**src/rtl/partial_capture_fifo.sv**
```systemverilog
// -----------------------------------------------------------------------------
// partial_capture_fifo
//
// Captures output words of an upstream extracted partial circuit into a small
// FIFO so a consumer can drain them at its own pace. A word pushed on one CLK
// edge is visible at the head right after that edge; there is no same-cycle
// bypass when empty. Words arriving while the FIFO is full with no pop in the
// same cycle are dropped, and this sets the sticky overflow flag.
//
// Optional feature (compile-time macro):
//   PARTIAL_CAPTURE_PARITY_EN -- each entry also stores the even parity of the
//   captured word, and the stored parity of the head entry appears on O_parity.
//
// Parameters:
//   WIDTH  bits per captured word
//   DEPTH  number of entries (power of two, >= 2)
//
// Ports:
//   CLK         clock, all state updates on the rising edge
//   ASYNCRESET  asynchronous active-high reset
//   I           word from the upstream circuit
//   I_valid     capture I this cycle
//   clear       synchronous flush (pointers, count, overflow)
//   O           head-of-FIFO word, 0 while empty
//   O_valid     head holds a captured word (count != 0)
//   O_ready     consumer accepts O this cycle
//   count       occupied entries, 0..DEPTH
//   full        count == DEPTH
//   O_parity    stored parity of the head entry, 0 while empty (macro only)
//   overflow    sticky: a word was dropped since the last clear/reset
// -----------------------------------------------------------------------------
module partial_capture_fifo #(
    parameter int WIDTH = 5,
    parameter int DEPTH = 4
) (
    input  logic                     CLK,
    input  logic                     ASYNCRESET,
    input  logic [WIDTH-1:0]         I,
    input  logic                     I_valid,
    input  logic                     clear,
    output logic [WIDTH-1:0]         O,
    output logic                     O_valid,
    input  logic                     O_ready,
    output logic [$clog2(DEPTH):0]   count,
    output logic                     full,
`ifdef PARTIAL_CAPTURE_PARITY_EN
    output logic                     O_parity,
`endif
    output logic                     overflow
);

    localparam int AW = $clog2(DEPTH);
    localparam int CW = AW + 1;
`ifdef PARTIAL_CAPTURE_PARITY_EN
    localparam int EW = WIDTH + 1;
`else
    localparam int EW = WIDTH;
`endif

    logic [EW-1:0] mem [DEPTH];
    logic [AW-1:0] wr_ptr;
    logic [AW-1:0] rd_ptr;
    logic [EW-1:0] wr_word;
    logic [EW-1:0] head;
    logic          push;
    logic          pop;
    logic          drop;

    // Handshake. A pop frees a slot in the same cycle, so a full FIFO can
    // still accept a word when the consumer is draining.
    assign full    = (count == CW'(DEPTH));
    assign O_valid = (count != '0);
    assign pop     = O_valid && O_ready;
    assign push    = I_valid && (!full || pop);
    assign drop    = I_valid && full && !pop;

`ifdef PARTIAL_CAPTURE_PARITY_EN
    // Even parity: the stored bit makes the total number of ones even.
    assign wr_word = {^I, I};
`else
    assign wr_word = I;
`endif

    // Storage is never reset; the head is masked with O_valid instead so the
    // outputs read 0 whenever the FIFO is empty, including during reset.
    always_ff @(posedge CLK) begin
        if (push && !clear)
            mem[wr_ptr] <= wr_word;
    end

    assign head = mem[rd_ptr];
    assign O    = O_valid ? head[WIDTH-1:0] : '0;

`ifdef PARTIAL_CAPTURE_PARITY_EN
    assign O_parity = O_valid ? head[WIDTH] : 1'b0;
`endif

    // Pointers wrap naturally because DEPTH is a power of two.
    always_ff @(posedge CLK or posedge ASYNCRESET) begin
        if (ASYNCRESET) begin
            wr_ptr   <= '0;
            rd_ptr   <= '0;
            count    <= '0;
            overflow <= 1'b0;
        end else if (clear) begin
            // Flush wins over any push, pop or overflow event this cycle.
            wr_ptr   <= '0;
            rd_ptr   <= '0;
            count    <= '0;
            overflow <= 1'b0;
        end else begin
            if (push)
                wr_ptr <= wr_ptr + AW'(1);
            if (pop)
                rd_ptr <= rd_ptr + AW'(1);
            case ({push, pop})
                2'b10:   count <= count + CW'(1);
                2'b01:   count <= count - CW'(1);
                default: count <= count;
            endcase
            if (drop)
                overflow <= 1'b1;
        end
    end

endmodule

```
**config.mk**
```make
export PLATFORM = sky130hd
export DESIGN_NAME = partial_capture_fifo
export DESIGN_NICKNAME = d
export VERILOG_FILES = /design/src/rtl/partial_capture_fifo.sv
export SDC_FILE = /design/constraint.sdc
export NUM_CORES = 1
export LEC_CHECK = 0
export CORE_ASPECT_RATIO = 1.5
export CORE_MARGIN = 2
export CORE_UTILIZATION = 47
export DETAILED_ROUTE_END_ITERATION = 8
export PLACE_DENSITY = 0.74
export SLEW_MARGIN = 5
export SYNTH_ARGS = -nofsm -noshare
export SYNTH_HDL_FRONTEND = slang
export SYNTH_SLANG_ARGS = --single-unit
```
**constraint.sdc**
```tcl
create_clock -name CLK -period 2.09 [get_ports CLK]
set_input_delay 0.418 -clock CLK [delete_from_list [all_inputs] [get_ports CLK]]
set_output_delay 0.418 -clock CLK [all_outputs]
set_load 0.05 [all_outputs]
```
==> flow_metrics.tcl <==
set metrics [dict create \
    ios 21 \
    grt_pass1_wl_mm 4.140 \
    status "finished, final reports clean" \
    avgSynthCellArea_um2 13.65 \
    regArea_um2 804.5 \
    finalCritPeriodShare 0.9727 \
    worstMarginPinSlew_ns 0.4995 \
    p_total_mw 1.466 \
    syn2layout_area_growth_pct 27.31 \
    cts_resized 0 \
    critPathArrivalTime_ns 1.61 \
    start_util 0.4833 \
    wl_mm 2.524 \
    grt-ovfl-total 0 \
    startpoint_type "register" \
    cts_made_buffers 3 \
    die_y_um 70.34 \
    p_leak_nw 0.6712 \
    tritoncts "built" \
    path_delay_family "buffers and inverters" \
    layout_min_cycle_time_ns 2.033 \
    nFillCells 226 \
    viasPerCell 5.269 \
    vias 880 \
    dp_slack_ns -0.1376 \
    dr.first_iter.drc_count 13 \
    detail-route-antenna-nets 0 \
    synth_seq_cells 28 \
    antenna_found_initial 0 \
    maxCapViolCount 0 \
    h-tree-depth 1 \
    grt_usage 0.1757 \
    netlist_area_mm2 0.001379 \
    cp_max_fo 11 \
    die_width_um 48.23 \
    slew_headroom 0.6664 \
    cts.clk_slew.worst_paths_ns 0.09 \
    powerDensity_mw_per_mm2 835.4 \
    endpoint_kind "primary output" \
    core_mm2 0.002853 \
    synth_nets 116 \
    worst-path-buf-inv 1 \
    drive_gt1_frac 0.2813 \
    finalSetupTns_ns 0 \
    hold_path_class "in -> async" \
    r2r_cells 5 \
    firstDrtPassIters 3 \
    root_buffer "clkbuf_8" \
    synthDistinctLibCells 35 \
    worst_hold_slack_ns 0.3965 \
    timing.fmax_ghz 0.4919 \
    nNetsFinal 144 \
    syn_inst 101 \
    clk-insertion-delay-late_ns 0.27 \
    finalSetupViolations 0 \
    hold_buffers 0 \
    place.port_buffers 20 \
    n_antenna_cell 0 \
    cp.depth 1 \
    max_stage_delay_ns 0.85 \
    num_rows 24 \
    seq_area_frac_synth 0.5808 \
    finalHoldViolations 0 \
    cp_cell_sequence "clkdlybuf4s50_1" \
    grt_max_degree 17 \
    hpwl_mm 1.906 \
    die_area_mm2 0.003392 \
    grt_pass1_vias 890 \
    critical_path.slowest_cell "clkdlybuf4s50_1" \
    place.gp.congestion 0.7581 \
    rsz0062_at_grt "no" \
    multiInputGateArea_um2 524.3 \
    yosys_warnings 0 \
    cts_max_path_buffers 2 \
    post_cts_buffers 0 \
    worst_slack_ns 0.05708 \
    vdd_drop_max_mv 0.6290 \
    maxSlewViolCount 0 \
    final_util 0.6154 \
    skew_ns 0.004240 \
    drc 0 \
    worstSetupPathType "reg -> out" \
    wire_per_inst_um 15.11 \
    critPathRequiredTime_ns 1.67 \
    cts_sinks 28 \
]
==> cell usage after synthesis <==
master	instances	area (µm²)
a211oi_1	1	7.510
a21oi_1	1	5.000
a31oi_1	2	12.51
a41oi_1	1	8.760
and4bb_2	1	12.51
buf_2	2	10.01
buf_4	1	7.510
buf_6	1	11.26
clkbuf_1	3	11.26
dfrtp_1	8	200.2
edfxtp_1	20	600.6
fa_1	1	20.02
ha_1	4	50.05
inv_1	8	30.03
mux2_4	1	15.01
mux2i_1	1	10.01
mux4_2	5	112.6
nand2_1	1	3.750
nand2b_1	3	18.77
nand3_1	3	15.01
nand3b_1	1	7.510
nor2_1	8	30.03
nor2b_1	6	37.54
nor3_1	1	5.000
nor3b_1	4	30.03
o2111ai_1	2	17.52
o21a_1	1	7.510
o21ai_1	1	5.000
o311ai_0	1	8.760
o31ai_1	1	7.510
or2_2	1	6.260
or3b_4	1	11.26
or4_1	1	7.510
xnor2_1	1	8.760
xor2_1	3	26.28
==> registers in the layout, summed over array words and instances (netlist names) <==
register / count
mem: 20
count: 3
rd_ptr: 2
wr_ptr: 2
overflow: 1
==> cells in the final DEF, fill, tap and decap left out <==
master	n
buf_12	1
a211oi_1	1
inv_1	8
and4bb_2	1
nor3_4	1
ha_1	4
a31oi_1	2
o2111ai_1	2
dfrtp_1	5
mux2_4	1
mux4_2	5
or2_2	1
o311ai_0	1
nor2_2	1
dfrtp_2	3
mux2i_1	1
dlymetal6s2s_1	1
o21a_1	1
nand2_1	1
edfxtp_1	20
nand3_1	3
o21ai_1	1
nand2b_1	3
bufinv_16	1
o31ai_1	1
a41oi_1	1
fa_2	1
nor3b_1	4
buf_4	15
nor2_1	7
or3b_4	1
a21oi_1	1
xor2_1	3
nand3b_1	1
clkdlybuf4s50_1	12
or4_1	1
xnor2_1	1
nor2b_1	6
buf_6	1
clkbuf_8	3
==> routing by layer <==
layer | GRT usage | vias up | wire (µm)
met2 | 0.2836 | 14 | 1415
met3 | 0.02326 | 4 | 60
li1 | - | 423 | -
met5 | 0 | - | 0
met1 | 0.2257 | 439 | 996
met4 | 0.07207 | 0 | 52
==> metrics by stage <==
step           cells  cell area [µm²]
6_report         167             1755
3_3_place_gp     163             1678
2_1_floorplan    101             1399
5_1_grt          167             1755
4_1_cts          167             1749
3_5_place_dp     163             1678
==> final timing paths <==
| kind | startpoint | endpoint | slack [ns] |
|---|---|---|---|
| setup reg to reg | count[0]$_DFFE_PP0P_ | count[2]$_DFFE_PP0P_ | 0.19 |
| min in group CLK | overflow$_DFFE_PP0P_ | overflow$_DFFE_PP0P_ | 0.52 |
| setup / recovery | count[2]$_DFFE_PP0P_ | count[2] | 0.06 |
| max in group asynchronous | ASYNCRESET | count[0]$_DFFE_PP0P_ | 1.43 |
| hold reg to reg | overflow$_DFFE_PP0P_ | overflow$_DFFE_PP0P_ | 0.52 |
| hold / removal | ASYNCRESET | rd_ptr[1]$_DFFE_PP0P_ | 0.40 |
==> layout make-up <==
cell class,count,area share
Sequential cell,28,0.4583
Multi-Input combinational cell,58,0.2986
Timing Repair Buffer,30,0.1575
Tap cell,39,0.02780
Clock buffer,3,0.02352
Clock inverter,1,0.01711
Inverter,8,0.01711
==> logic make-up after synthesis <==
kind of cell             count (synthesis)  synth area share
AO/OA/AOI/OAI                           11           0.05808
flip-flops                              28            0.5808
buffers and inverters                   15           0.05082
XOR/XNOR                                 4           0.02541
AND/OR/NAND/NOR                         31            0.1343
adder cells (fa/ha/maj)                  5           0.05082
multiplexers                             7           0.09982
==> report_power, final <==
part	leakage (nW)	internal (mW)	switching, mW	total (mW)
clock network	0.0357	0.256	0.159	0.415
logic	0.350	0.165	0.227	0.393
registers	0.286	0.624	0.0343	0.658
No activity file was read; power rests on OpenSTA's default activity.
